## src/rtl/fifo_lvl_pkg.sv

```systemverilog
// Shared level-flag type and decoder for the fifo_lvl FIFO.
// One decoder serves both the reset values and the next-state flags, so they cannot disagree.
package fifo_lvl_pkg;

   typedef struct packed {
      logic empty;
      logic full;
      logic almost_empty;
      logic almost_full;
   } lvl_flags_t;

   function automatic lvl_flags_t lvl_decode(input int unsigned cnt,
                                             input int unsigned depth,
                                             input int unsigned af_lvl,
                                             input int unsigned ae_lvl);
      lvl_flags_t f;
      f.empty        = (cnt == 0);
      f.full         = (cnt == depth);
      f.almost_empty = (cnt <= ae_lvl);
      f.almost_full  = (cnt >= af_lvl);
      return f;
   endfunction

endpackage

```

## src/rtl/fifo_lvl_mem.sv

```systemverilog
// D x B register file: one synchronous write port and one asynchronous read port.
// Storage has no reset; the controller's pointers decide which words are valid.
module fifo_lvl_mem #(
   parameter int B = 8,
   parameter int W = 4
) (
   input  logic         clk,
   input  logic         we_i,
   input  logic [W-1:0] waddr_i,
   input  logic [B-1:0] wdata_i,
   input  logic [W-1:0] raddr_i,
   output logic [B-1:0] rdata_o
);

   logic [B-1:0] mem_q [2**W];

   always_ff @(posedge clk) begin
      if (we_i) mem_q[waddr_i] <= wdata_i;
   end

   assign rdata_o = mem_q[raddr_i];

endmodule

```

## src/rtl/fifo_lvl.sv

```systemverilog
// Synchronous first-word-fall-through FIFO with occupancy count, level flags,
// high-water mark, sticky overflow/underflow and synchronous flush.
module fifo_lvl
   import fifo_lvl_pkg::*;
#(
   parameter int B      = 8,
   parameter int W      = 4,
   parameter int AF_LVL = 2**W - 2,
   parameter int AE_LVL = 1
) (
   input  logic         clk,
   input  logic         reset_n,
   input  logic         flush,
   input  logic         wr,
   input  logic [B-1:0] w_data,
   input  logic         rd,
   output logic [B-1:0] r_data,
   output logic         empty,
   output logic         full,
   output logic         almost_empty,
   output logic         almost_full,
   output logic [W:0]   count,
   output logic [W:0]   hwm,
   output logic         overflow,
   output logic         underflow
);

   localparam int D = 2**W;
   localparam lvl_flags_t RST_FLAGS = lvl_decode(0, D, AF_LVL, AE_LVL);

   logic [W-1:0] w_ptr_q, r_ptr_q;
   logic [W:0]   count_q, count_d;
   logic [W:0]   hwm_q, hwm_d;
   lvl_flags_t   flags_q, flags_d;
   logic         ovf_q, udf_q;
   logic         acc_wr, acc_rd;

   // When full, a simultaneous read frees the slot, so the write still goes in.
   always_comb begin
      acc_rd  = rd & ~flags_q.empty;
      acc_wr  = wr & (~flags_q.full | rd);
      count_d = count_q + (W+1)'(acc_wr) - (W+1)'(acc_rd);
      hwm_d   = (count_d > hwm_q) ? count_d : hwm_q;
      flags_d = lvl_decode(32'(count_d), D, AF_LVL, AE_LVL);
   end

   always_ff @(posedge clk or negedge reset_n) begin
      if (!reset_n) begin
         w_ptr_q <= '0;
         r_ptr_q <= '0;
         count_q <= '0;
         hwm_q   <= '0;
         flags_q <= RST_FLAGS;
         ovf_q   <= 1'b0;
         udf_q   <= 1'b0;
      end else if (flush) begin
         w_ptr_q <= '0;
         r_ptr_q <= '0;
         count_q <= '0;
         hwm_q   <= '0;
         flags_q <= RST_FLAGS;
         ovf_q   <= 1'b0;
         udf_q   <= 1'b0;
      end else begin
         if (acc_wr) w_ptr_q <= w_ptr_q + W'(1);
         if (acc_rd) r_ptr_q <= r_ptr_q + W'(1);
         count_q <= count_d;
         hwm_q   <= hwm_d;
         flags_q <= flags_d;
         if (wr & ~acc_wr) ovf_q <= 1'b1;
         if (rd & ~acc_rd) udf_q <= 1'b1;
      end
   end

   fifo_lvl_mem #(.B(B), .W(W)) u_mem (
      .clk     (clk),
      .we_i    (acc_wr & ~flush),
      .waddr_i (w_ptr_q),
      .wdata_i (w_data),
      .raddr_i (r_ptr_q),
      .rdata_o (r_data)
   );

   assign empty        = flags_q.empty;
   assign full         = flags_q.full;
   assign almost_empty = flags_q.almost_empty;
   assign almost_full  = flags_q.almost_full;
   assign count        = count_q;
   assign hwm          = hwm_q;
   assign overflow     = ovf_q;
   assign underflow    = udf_q;

endmodule

```

## config.mk

```make
export PLATFORM = sky130hd
export DESIGN_NAME = fifo_lvl
export DESIGN_NICKNAME = d
export VERILOG_FILES = /design/src/rtl/fifo_lvl_pkg.sv /design/src/rtl/fifo_lvl_mem.sv /design/src/rtl/fifo_lvl.sv
export SDC_FILE = /design/constraint.sdc
export NUM_CORES = 1
export LEC_CHECK = 0
export CAP_MARGIN = 20
export CORE_MARGIN = 2
export CORE_UTILIZATION = 50
export CTS_CLUSTER_SIZE = 16
export DETAILED_ROUTE_END_ITERATION = 6
export PLACE_DENSITY_LB_ADDON = 0.3
export SYNTH_ARGS = -nofsm -noshare
export SYNTH_HDL_FRONTEND = slang
export SYNTH_SLANG_ARGS = --single-unit
```

## constraint.sdc

```tcl
create_clock -name clk -period 4.5 [get_ports clk]
set_input_delay 0.9 -clock clk [delete_from_list [all_inputs] [get_ports clk]]
set_output_delay 0.9 -clock clk [all_outputs]
set_load 0.01 [all_outputs]
```

* After elaboration in Yosys (flattened, before gate mapping)
Memory sizes are Yosys's and may differ from the RTL's.
Index checks and enable logic that the tools add are counted.
** Storage, ports and cells
- Register bits after elaboration :: 24
- Memory bits (writable) :: 128
- Output and inout bits :: 24
- Memories :: 1
** Operators by class
- Add/sub/neg operators :: 4
- Magnitude comparators :: 3
- Equality and inequality tests :: 1
- Muxes and demuxes :: 14
- Bitwise operators :: 11
- Reductions and logical operators :: 6
** Memory list
- u_mem.mem_q :: depth 16, bits a word 8, rd ports 1, clocked after memory_dff 0, write ports 1, line fifo_lvl_mem.sv:15 : logic [B-1:0] mem_q [2**W];
** Operator list (number)
- $mux 4 :: 5
- $mux 5 :: 3
- $reduce_bool 2->1 :: 5
- $add 4x1->4 const B :: 2
- $mux 1 :: 6
- $add 5x1->5 :: 1
- $and 1x1->1 :: 5
- $eq 5x5->1 const B :: 1
- $ge 5x4->1 const B :: 1
- $gt 5x5->1 :: 1
- $le 5x1->1 const B :: 1
- $logic_not 5->1 :: 1
- $not 1->1 :: 5
- $sub 5x1->5 :: 1
- $or 1x1->1 :: 1

* Longest topological paths before layout
Gate-level depths: netlist (run 1).
- Depth after elaboration :: 8
- Depth in mapped cells :: 16

* Hierarchy
From an unflattened synthesis (run 1), not the netlist that was laid out.
** Unflattened totals
- Cells, all modules :: 348
- Area total of the unflattened synthesis :: 6306.0 µm²
** Modules (own cells, without submodules)
- fifo_lvl_mem :: times used 1, cells each 221, area an instance 4987.3 µm²
- fifo_lvl :: times used 1, cells each 127, area an instance 1318.8 µm²

* Worst setup path before layout (run 1)
OpenSTA, ideal clock, no wires.
- Kind :: in2reg
- Start :: input rd
- End :: register hwm_q[0], in the netlist hwm[0]
- Arrival time :: 3868 ps
- Data required time :: 4372 ps
- Path slack :: 505 ps
- Stages :: 16
- Path through :: inv_1 a21boi_1 inv_1 ha_1 inv_1 ha_1 inv_1 fa_1 inv_1 ha_1 nor2b_1 o21ai_0 a32oi_1 or2_1 o221ai_2 mux2_1
** On the way
- Cells in the longest elaborated chain, start to end :: 6
- Elaborated cells between the ends (all ways) :: 9
- Classes of those cells :: 2 x add/sub; 1 x order compare; 2 x mux; 3 x bitwise; 1 x reduce/logical
** RTL lines
- from (decl) :: line fifo_lvl.sv:16 : input logic rd,
- $or 1x1->1 :: line fifo_lvl.sv:41 : acc_wr = wr & (~flags_q.full | rd);
- $and 1x1->1 :: line fifo_lvl.sv:41
- $add 5x1->5 :: line fifo_lvl.sv:42 : count_d = count_q + (W+1)'(acc_wr) - (W+1)'(acc_rd);
- $sub 5x1->5 * :: line fifo_lvl.sv:42
- $gt 5x5->1 or $mux 5 (tied branches) :: line fifo_lvl.sv:43 : hwm_d = (count_d > hwm_q) ? count_d : hwm_q;
- $reduce_bool 2->1 (no line) or $mux 5 (tied branches)
- to (signal assigned) :: line fifo_lvl.sv:68 : hwm_q <= hwm_d;
- to (decl) :: line fifo_lvl.sv:33 : logic [W:0] hwm_q, hwm_d;
Mark *: on every way between the ends. The rest lies on a longest branch, timed or not. The select of a mux whose other input is x is not followed.
A chain may end at the register's enable or synchronous reset.

* Worst setup path in the final report (run 1)
Ends and elaborated chain as after synthesis.

==> impl_metrics.toml, run 1 <==
[cells_and_area]
post-route-cell-area_sq_mm = 0.00746
layoutNonFillerInstCount = 562
n_fill_cell = 850
multi_input_comb_area_sq_mm = 0.00160
final_core_utilization_pct = 61.8
flip_flop_and_latch_area_sq_mm = 0.00445
post_route_cells_drive_above_1_share_pct = 22.6
diodes = 0
layout.nets = 409
flow.area_growth_from_synthesis_pct = 20.5

[synth]
synthesis.instances = 328
synth.distinct_cells = 38
ys_ff_latch = 152
synth_area_sq_mm = 0.00619
synth_seq_area_share_pct = 71.9
syn-mean-instance-area_sq_um = 18.9
synthesis.nets = 355
synth.yosys.warnings = 0

[sta]
final-max-slew-violation-count = 0
timing.max_slew.rel_slack_pct = 29.7
skew_ns = 0.00666
final_min_period_over_clock_period_pct = 89.1
minimum_period_implied_by_the_final_worst_setup_slack_ns = 4.01
count_of_final_setup_violators = 0
rsz0062_at_grt = "false"
tns_ns = 0
fmax_mhz = 249
tightest_slew_ns = 1.05
finalHoldViolCount = 0

[power]
cellPowerDensity_mw_per_mm2 = 575
combinationalPowerShare_pct = 23.4
internal_power_mw = 3.16
power.share.sequential_pct = 39.0
power.total_mw = 4.29
clkPwrFrac_pct = 37.6
power.leakage_nw = 2.55
net-switching-power_mw = 1.13
p_sw_share_pct = 26.3
max-vdd-ir-drop_mv = 0.459

[clocking]
cts-buffers-inserted = 17
post_cts_buffers = 0
path_clk_slew_ns = 0.06
cts_hold_buf = 0
clk-insertion-delay-late_ns = 0.42
cts_max_path_buffers = 2
ctsRootBufferMaster = "sky130_fd_sc_hd__clkbuf_16"
cts_sinks = 152
cts-htree-levels = 4
cts.repair.resized = 0
cts_tree = "built"

[routing]
post_drt_via_cell_ratio = 5.49
violation_count_after_the_first_detailed_routing_iteration = 283
final_antenna_net_count = 0
detailroute.via_count = 3084
wl_per_cell_microns = 21.3
totalWireLength_microns = 12000
drcViolationCount = 0
drtPass1Iterations = 4

[floorplanning]
chipHeight_microns = 115
core_region_sq_mm = 0.0121
die-width_microns = 115
initial_utilization_pct = 51.3
num_io_pins = 37
standard_cell_row_count = 40
die_area_sq_mm = 0.0133

[grt]
gr-total-overflow = 0
first_global_vias = 3280
grt.total_usage_pct = 19.9
grtUsageMet3_pct = 6.80
grt_first_pass_wirelength_microns = 18600
pin_count_of_the_biggest_net_entering_global_routing = 33
grt_most_used_layer = "met2"
grt_antenna_before_repair = 0
global_route.usage.met1_pct = 26.4
grt_util_met2_pct = 30.4

[placement]
gp_congestion = 0.792
hpwl_after_detailed_placement_microns = 7570
place_inst = 531
io_buffers = 36
placement.cell_area_sq_mm = 0.00679

[worst_setup_path]
worstPathRequired_ns = 4.80
crit_fanout = 4
timing_worst_setup_path_type = "input port to flip-flop"
regToRegStartpoint = "full"
end_kind = "flip-flop"
crit_start = "rd"
worstPathArrival_ns = 4.31
critPathLaunchType = "input port"

[outcome]
status = "complete, no violations"

[flow_run]
cap_viol_max_count = 0

[worst_hold_path]
timing.hold.worst.class = "flip-flop to flip-flop"
holdCritStartpoint = "overflow"
## final cells by class
type / instances / area share [%]
Timing Repair Buffer: 48 / 6.21
Clock inverter: 14 / 3.29
Sequential cell: 152 / 59.7
Inverter: 17 / 0.856
Clock buffer: 17 / 5.71
Tap cell: 168 / 2.82
Multi-Input combinational cell: 146 / 21.5
## power by group through the flow
stage / Clock [mW] / Combinational [mW] / Sequential (mW)
global placement: 0 / 0.992 / 1.70
floorplan: 0 / 0.689 / 1.70
global route: 1.69 / 1.11 / 1.68
finish: 1.61 / 1.00 / 1.67
detailed placement: 0 / 1.01 / 1.70
CTS: 1.63 / 1.02 / 1.67
## synth_stat cells
cell                       instances  area share [%]
sky130_fd_sc_hd__edfxtp_1        128              62
sky130_fd_sc_hd__o21ai_0           1           0.081
sky130_fd_sc_hd__a211oi_1          1            0.12
sky130_fd_sc_hd__xor2_1            6            0.85
sky130_fd_sc_hd__a21o_1            2            0.24
sky130_fd_sc_hd__or3_1             1            0.10
sky130_fd_sc_hd__a32oi_1           1            0.14
sky130_fd_sc_hd__inv_1            17             1.0
sky130_fd_sc_hd__a41o_1            1            0.16
sky130_fd_sc_hd__nand3b_1          1            0.12
sky130_fd_sc_hd__nor4_1            1            0.10
sky130_fd_sc_hd__nor2b_1           2            0.20
sky130_fd_sc_hd__fa_1              1            0.32
sky130_fd_sc_hd__a21boi_1          1            0.12
sky130_fd_sc_hd__and2_2            1            0.12
sky130_fd_sc_hd__a21oi_2           1            0.14
sky130_fd_sc_hd__ha_1             13             2.6
sky130_fd_sc_hd__nand4_1           2            0.20
sky130_fd_sc_hd__mux2_1            3            0.55
sky130_fd_sc_hd__xnor2_1           5            0.71
sky130_fd_sc_hd__a21oi_1           5            0.40
sky130_fd_sc_hd__o21ai_1           1           0.081
sky130_fd_sc_hd__o221ai_2          1            0.24
sky130_fd_sc_hd__a31oi_1           1            0.10
sky130_fd_sc_hd__mux4_2           40              15
sky130_fd_sc_hd__a31o_2            1            0.14
sky130_fd_sc_hd__nor2_1           41             2.5
sky130_fd_sc_hd__nand2_1           8            0.49
sky130_fd_sc_hd__buf_4             1            0.12
sky130_fd_sc_hd__buf_6             3            0.55
sky130_fd_sc_hd__dfstp_2           2            0.85
sky130_fd_sc_hd__dfrtp_1          22             8.9
sky130_fd_sc_hd__or2_1             1            0.10
sky130_fd_sc_hd__clkbuf_1          6            0.36
sky130_fd_sc_hd__nand2b_1          1            0.10
sky130_fd_sc_hd__nand3_1           1           0.081
sky130_fd_sc_hd__mux2i_1           1            0.16
sky130_fd_sc_hd__buf_1             3            0.18
## registers in the layout, summed over array words and instances (netlist names)
name / cells
u_mem.mem_q: 128
count: 5
hwm: 5
r_ptr_q: 4
w_ptr_q: 4
almost_empty: 1
almost_full: 1
empty: 1
full: 1
overflow: 1
underflow: 1
## kinds of logic after synthesis
logic type	after synthesis	share of synthesized area (%)
flip-flops	152	71.9
AND/OR/NAND/NOR	60	4.11
multiplexers	44	15.3
buffers and inverters	30	2.25
AO/OA/AOI/OAI	17	1.98
adder cells (fa/ha/maj)	14	2.95
XOR/XNOR	11	1.56
## critical path, stage by stage
cell and delay [ns]:
sky130_fd_sc_hd__clkdlybuf4s50_1 0.48, sky130_fd_sc_hd__inv_1 0.07, sky130_fd_sc_hd__a21boi_1 0.18, sky130_fd_sc_hd__inv_1 0.06, sky130_fd_sc_hd__ha_1 0.26, sky130_fd_sc_hd__inv_1 0.05
sky130_fd_sc_hd__ha_1 0.15, sky130_fd_sc_hd__inv_1 0.05, sky130_fd_sc_hd__fa_1 0.54, sky130_fd_sc_hd__inv_1 0.07, sky130_fd_sc_hd__ha_1 0.29, sky130_fd_sc_hd__nor2b_1 0.13
sky130_fd_sc_hd__o21ai_0 0.14, sky130_fd_sc_hd__a32oi_1 0.08, sky130_fd_sc_hd__or2_1 0.23, sky130_fd_sc_hd__o221ai_2 0.24, sky130_fd_sc_hd__mux2_1 0.36
## layout by cell type, fill, tap and decap left out, types with 2 or more instances in the layout
master	count
sky130_fd_sc_hd__a21o_1	2
sky130_fd_sc_hd__a21oi_1	5
sky130_fd_sc_hd__buf_4	11
sky130_fd_sc_hd__bufinv_16	6
sky130_fd_sc_hd__clkbuf_16	17
sky130_fd_sc_hd__clkdlybuf4s50_1	36
sky130_fd_sc_hd__clkinvlp_4	2
sky130_fd_sc_hd__dfrtp_1	21
sky130_fd_sc_hd__dfstp_2	2
sky130_fd_sc_hd__edfxtp_1	128
sky130_fd_sc_hd__ha_1	13
sky130_fd_sc_hd__inv_1	17
sky130_fd_sc_hd__inv_6	3
sky130_fd_sc_hd__mux2_1	3
sky130_fd_sc_hd__mux4_2	40
sky130_fd_sc_hd__nand2_1	8
sky130_fd_sc_hd__nand4_1	2
sky130_fd_sc_hd__nor2_1	41
sky130_fd_sc_hd__nor2b_1	2
sky130_fd_sc_hd__xnor2_1	5
sky130_fd_sc_hd__xor2_1	6
## per-stage QoR
| stage | setup slack [ns] | hold WS (ns) |
|---|---|---|
| after floorplan | 0.505 | 0.526 |
| after global placement | 0.157 | 0.489 |
| after detailed placement | 0.0566 | 0.492 |
| after CTS | 0.484 | 0.505 |
| after global routing | 0.229 | 0.554 |
| final | 0.489 | 0.501 |
## layer usage
metal	share of wire [%]	wire length, microns	up-vias
li1	-	-	1385
met1	43	5150	1593
met2	49	5880	84
met3	5.6	672	22
met4	2.2	264	0
met5	0	0	-
## worst paths after layout
kind / depth (start not counted) / slack, ns / to
setup reg to reg: 15 / 1.10 / hwm[0]
hold reg to reg: 2 / 0.50 / overflow
hold / removal: 2 / 0.50 / overflow
max in group asynchronous: 2 / 3.36 / almost_empty
min in group asynchronous: 2 / 0.85 / underflow
setup / recovery: 17 / 0.49 / hwm[0]
Power figures use the tool's default switching activity.
==> run 2, diff against run 1 <==
--- a/config.mk
+++ b/config.mk
@@ -5,8 +5,7 @@
 export SDC_FILE = /design/constraint.sdc
 export NUM_CORES = 1
 export LEC_CHECK = 0
-export CAP_MARGIN = 20
-export CORE_MARGIN = 2
+export CORE_MARGIN = 8
 export CORE_UTILIZATION = 50
 export CTS_CLUSTER_SIZE = 16
 export DETAILED_ROUTE_END_ITERATION = 6
==> impl_metrics.toml, run 2 (synthesis results as in run 1) <==
[routing]
totalWireLength_microns = 11900
post_drt_via_cell_ratio = 5.48
violation_count_after_the_first_detailed_routing_iteration = 302
final_antenna_net_count = 0
drtPass1Iterations = 4
drcViolationCount = 0
wl_per_cell_microns = 21.3
detailroute.via_count = 3066

[clocking]
cts_hold_buf = 0
cts_tree = "built"
clk-insertion-delay-late_ns = 0.41
cts-buffers-inserted = 17
post_cts_buffers = 0
cts_sinks = 152
ctsRootBufferMaster = "sky130_fd_sc_hd__clkbuf_16"
cts.repair.resized = 0
path_clk_slew_ns = 0.06
cts_max_path_buffers = 2
cts-htree-levels = 4

[sta]
tightest_slew_ns = 1.10
skew_ns = 0.0153
final_min_period_over_clock_period_pct = 89.3
whs_ns = 0.511
tns_ns = 0
rsz0062_at_grt = "false"
timing.max_slew.rel_slack_pct = 26.8
count_of_final_setup_violators = 0
minimum_period_implied_by_the_final_worst_setup_slack_ns = 4.02
finalHoldViolCount = 0
final-max-slew-violation-count = 0
fmax_mhz = 249

[floorplanning]
core_region_sq_mm = 0.0121
chipHeight_microns = 127
initial_utilization_pct = 51.3
die_area_sq_mm = 0.0162
die-width_microns = 127
num_io_pins = 37
standard_cell_row_count = 40

[grt]
grt.total_usage_pct = 15.9
pin_count_of_the_biggest_net_entering_global_routing = 28
grt_antenna_before_repair = 0
gr-total-overflow = 0
first_global_vias = 3217
grt_first_pass_wirelength_microns = 18500

[worst_setup_path]
worstPathRequired_ns = 4.80
worstPathArrival_ns = 4.31
end_kind = "flip-flop"
slowest_delay_ns = 0.55
critical_path.top_delay_family = "adder cells"
crit_path_cell_chain = "clkdlybuf4s50_1 -> inv_1 -> a21boi_1 -> inv_1 -> ha_1 -> inv_1 -> ha_1 -> inv_1 -> fa_1 -> inv_1 -> ha_1 -> nor2b_1 -> o21ai_0 -> a32oi_1 -> or2_1 -> o221ai_2 -> mux2_1"
crit_fanout = 4
crit_path_top_delay_cell = "sky130_fd_sc_hd__fa_1"
worst_path_buffer_plus_inverter_count = 6
critical_path.most_common_cell = "sky130_fd_sc_hd__inv_1"
critPathLaunchType = "input port"
timing_worst_setup_path_type = "input port to flip-flop"

[worst_hold_path]
timing.hold.worst.class = "flip-flop to flip-flop"

[outcome]
status = "complete, no violations"

[cells_and_area]
final_core_utilization_pct = 61.8
post_route_cells_drive_above_1_share_pct = 22.2
layout_commonest_cell = "sky130_fd_sc_hd__edfxtp_1"
commonest_cells_after_routing_fill_and_taps_aside = "128 x sky130_fd_sc_hd__edfxtp_1, 41 x sky130_fd_sc_hd__nor2_1, 40 x sky130_fd_sc_hd__mux4_2"
top_register_by_number_of_flip_flops = "u_mem.mem_q"
layout.nets = 406
flow.area_growth_from_synthesis_pct = 20.4
diodes = 0
max_ffs_per_register = 128

[power]
power.leakage_nw = 2.53
cellPowerDensity_mw_per_mm2 = 574
power.total_mw = 4.28
max-vdd-ir-drop_mv = 0.484

[placement]
hpwl_after_detailed_placement_microns = 7430
gp_congestion = 0.806
io_buffers = 36

[flow_run]
cap_viol_max_count = 0
## run 2: power by group
part	internal (mW)	switching [mW]	total (mW)
clock network	1.04	0.549	1.59
logic	0.503	0.502	1.01
registers	1.61	0.0717	1.68
total	3.15	1.12	4.28
## run 2: metrics by stage
stage / area (sq um) / cells / worst slack, ns
after floorplan: 6190 / 328 / 0.505
after global placement: 6780 / 528 / 0.177
after detailed placement: 6780 / 528 / 0.0745
after CTS: 7450 / 560 / 0.483
after global routing: 7450 / 560 / 0.299
final: 7450 / 560 / 0.483
## run 2: final timing paths
kind | from | endpoint | slack [ns] | cells past startpoint
hold reg to reg | overflow | overflow | 0.51 | 2
max in group asynchronous | reset_n | r_ptr_q[0] | 2.69 | 1
min in group asynchronous | reset_n | underflow | 1.08 | 1
hold / removal | overflow | overflow | 0.51 | 2
setup reg to reg | full | hwm[1] | 1.08 | 15
setup / recovery | rd | hwm[1] | 0.48 | 17
## run 2: cell type report
| class | count | area (sq um) |
|---|---|---|
| inverter | 17 | 63.8 |
| sequential | 152 | 4450 |
| fill | 840 | 4610 |
| tap | 168 | 210 |
| multi-input combinational | 146 | 1600 |
| clock inverter | 15 | 249 |
| timing repair buffer | 45 | 453 |
| clock buffer | 17 | 425 |
## run 2: routing by layer
| metal | track usage [%] | up-vias | routed length, microns |
|---|---|---|---|
| met2 | 25.4 | 92 | 6200 |
| met3 | 4.58 | 12 | 817 |
| met4 | 6.44 | 0 | 155 |
| met1 | 20.0 | 1581 | 4770 |
| met5 | 0 | - | 0 |
| li1 | - | 1381 | - |
## run 2: worst min-delay path, stage by stage, from the launching register on
cell and delay [ns]:
sky130_fd_sc_hd__dfrtp_1 0.36, sky130_fd_sc_hd__a31oi_1 0.05, sky130_fd_sc_hd__nor2_1 0.07
==> run 3, diff against run 2 <==
--- a/config.mk
+++ b/config.mk
@@ -5,7 +5,7 @@
 export SDC_FILE = /design/constraint.sdc
 export NUM_CORES = 1
 export LEC_CHECK = 0
-export CORE_MARGIN = 8
+export CORE_MARGIN = 5
 export CORE_UTILIZATION = 50
 export CTS_CLUSTER_SIZE = 16
 export DETAILED_ROUTE_END_ITERATION = 6
==> impl_metrics.toml, run 3 (synthesis results as in run 1) <==
[sta]
final_min_period_over_clock_period_pct = 90.6
timing.max_slew.rel_slack_pct = 35.2
tns_ns = 0
rsz0062_at_grt = "false"
count_of_final_setup_violators = 0
whs_ns = 0.503
final-max-slew-violation-count = 0
fmax_mhz = 245
finalHoldViolCount = 0
minimum_period_implied_by_the_final_worst_setup_slack_ns = 4.08
tightest_slew_ns = 0.968
skew_ns = 0.0114

[routing]
post_drt_via_cell_ratio = 5.51
violation_count_after_the_first_detailed_routing_iteration = 351
final_antenna_net_count = 0
totalWireLength_microns = 11700
wl_per_cell_microns = 20.8
drcViolationCount = 0
detailroute.via_count = 3114
drtPass1Iterations = 5

[worst_setup_path]
crit_path_top_delay_cell = "sky130_fd_sc_hd__fa_1"
critical_path.most_common_cell = "sky130_fd_sc_hd__inv_1"
end_kind = "flip-flop"
critPathLaunchType = "input port"
slowest_delay_ns = 0.55
critical_path.top_delay_family = "adder cells"
worstPathRequired_ns = 4.80
timing_worst_setup_path_type = "input port to flip-flop"
worstPathArrival_ns = 4.37
crit_path_cell_chain = "clkdlybuf4s50_1 -> inv_1 -> a21boi_1 -> inv_1 -> ha_1 -> inv_1 -> ha_1 -> inv_1 -> fa_1 -> inv_1 -> ha_1 -> nor2b_1 -> o21ai_0 -> a32oi_1 -> or2_1 -> o221ai_2 -> mux2_1"
worst_path_buffer_plus_inverter_count = 6
crit_fanout = 4

[floorplanning]
die-width_microns = 121
chipHeight_microns = 121
initial_utilization_pct = 51.3
standard_cell_row_count = 40
num_io_pins = 37
core_region_sq_mm = 0.0121
die_area_sq_mm = 0.0147

[grt]
pin_count_of_the_biggest_net_entering_global_routing = 36
grt_first_pass_wirelength_microns = 18400
first_global_vias = 3239
grt_antenna_before_repair = 0
grt.total_usage_pct = 17.3
gr-total-overflow = 0

[cells_and_area]
layout.nets = 412
flow.area_growth_from_synthesis_pct = 19.4
diodes = 0
layout_commonest_cell = "sky130_fd_sc_hd__edfxtp_1"
post_route_cells_drive_above_1_share_pct = 22.2
commonest_cells_after_routing_fill_and_taps_aside = "128 x sky130_fd_sc_hd__edfxtp_1, 41 x sky130_fd_sc_hd__nor2_1, 40 x sky130_fd_sc_hd__mux4_2"
top_register_by_number_of_flip_flops = "u_mem.mem_q"
max_ffs_per_register = 128

[clocking]
cts_max_path_buffers = 2
cts.repair.resized = 0
cts_sinks = 152
post_cts_buffers = 0
cts_tree = "built"
cts_hold_buf = 0
cts-buffers-inserted = 17
ctsRootBufferMaster = "sky130_fd_sc_hd__clkbuf_16"
cts-htree-levels = 4
clk-insertion-delay-late_ns = 0.41
path_clk_slew_ns = 0.06

[placement]
hpwl_after_detailed_placement_microns = 7510
gp_congestion = 0.815
io_buffers = 36

[power]
cellPowerDensity_mw_per_mm2 = 553
max-vdd-ir-drop_mv = 0.499
power.leakage_nw = 2.54

[flow_run]
cap_viol_max_count = 0

[outcome]
status = "complete, no violations"

[worst_hold_path]
timing.hold.worst.class = "flip-flop to flip-flop"
==> run 3: cell types whose count changed in the layout (fill, tap and decap cells not counted), moves of 2 or more <==
cell	change
sky130_fd_sc_hd__buf_12	-2
sky130_fd_sc_hd__buf_4	+8
sky130_fd_sc_hd__bufinv_16	-2
sky130_fd_sc_hd__clkinv_1	+3
sky130_fd_sc_hd__clkinv_2	+5
sky130_fd_sc_hd__clkinv_4	-2
sky130_fd_sc_hd__clkinvlp_4	-4
sky130_fd_sc_hd__inv_6	-2
==> run 3: layout make-up <==
class                      count  area (sq um)
clock buffer                  18           429
inverter                      17          63.8
multi-input combinational    146          1600
fill                         889          4680
timing repair buffer          51           473
sequential                   152          4450
clock inverter                13           160
tap                          168           210
==> run 3: stage by stage <==
| stage | worst slack (ns) | total power [mW] | util (%) | std cells | cell area, sq um |
|---|---|---|---|---|---|
| floorplan | 0.505 | 2.39 | - | 328 | 6190 |
| global placement | 0.153 | 2.68 | 56.3 | 534 | 6800 |
| detailed placement | 0.0579 | 2.70 | 56.3 | 534 | 6800 |
| CTS | 0.421 | 4.12 | 61.2 | 565 | 7380 |
| global route | 0.220 | 4.30 | 61.2 | 565 | 7380 |
| finish | 0.424 | 4.09 | 61.2 | 565 | 7380 |
==> run 3: worst paths after layout <==
check	start	end	slack, ns	depth (start not counted)
setup / recovery	rd	hwm[2]	0.42	17
hold / removal	underflow	underflow	0.50	2
setup reg to reg	full	hwm[2]	1.08	15
hold reg to reg	underflow	underflow	0.50	2
max in group asynchronous	reset_n	almost_empty	3.37	2
min in group asynchronous	reset_n	full	0.85	2
==> run 3: report_power, final <==
group / internal [mW] / switching [mW]
Combinational: 0.498 / 0.504
Clock: 0.910 / 0.503
Sequential: 1.61 / 0.0622
==> run 3: worst min-delay path, cell delays in order, from the launching register on <==
cell	delay, ns
sky130_fd_sc_hd__dfrtp_1	0.34
sky130_fd_sc_hd__a21oi_1	0.04
sky130_fd_sc_hd__nor2_1	0.08
==> run 3: per-layer routing <==
layer,wire length (microns),global-route usage (%),part of all wire (%),vias to the layer above
li1,-,-,-,1394
met5,0,0,0,-
met2,5740,26.8,49,112
met1,5070,23.5,43,1589
met4,264,6.16,2.2,0
met3,669,5.17,5.7,19
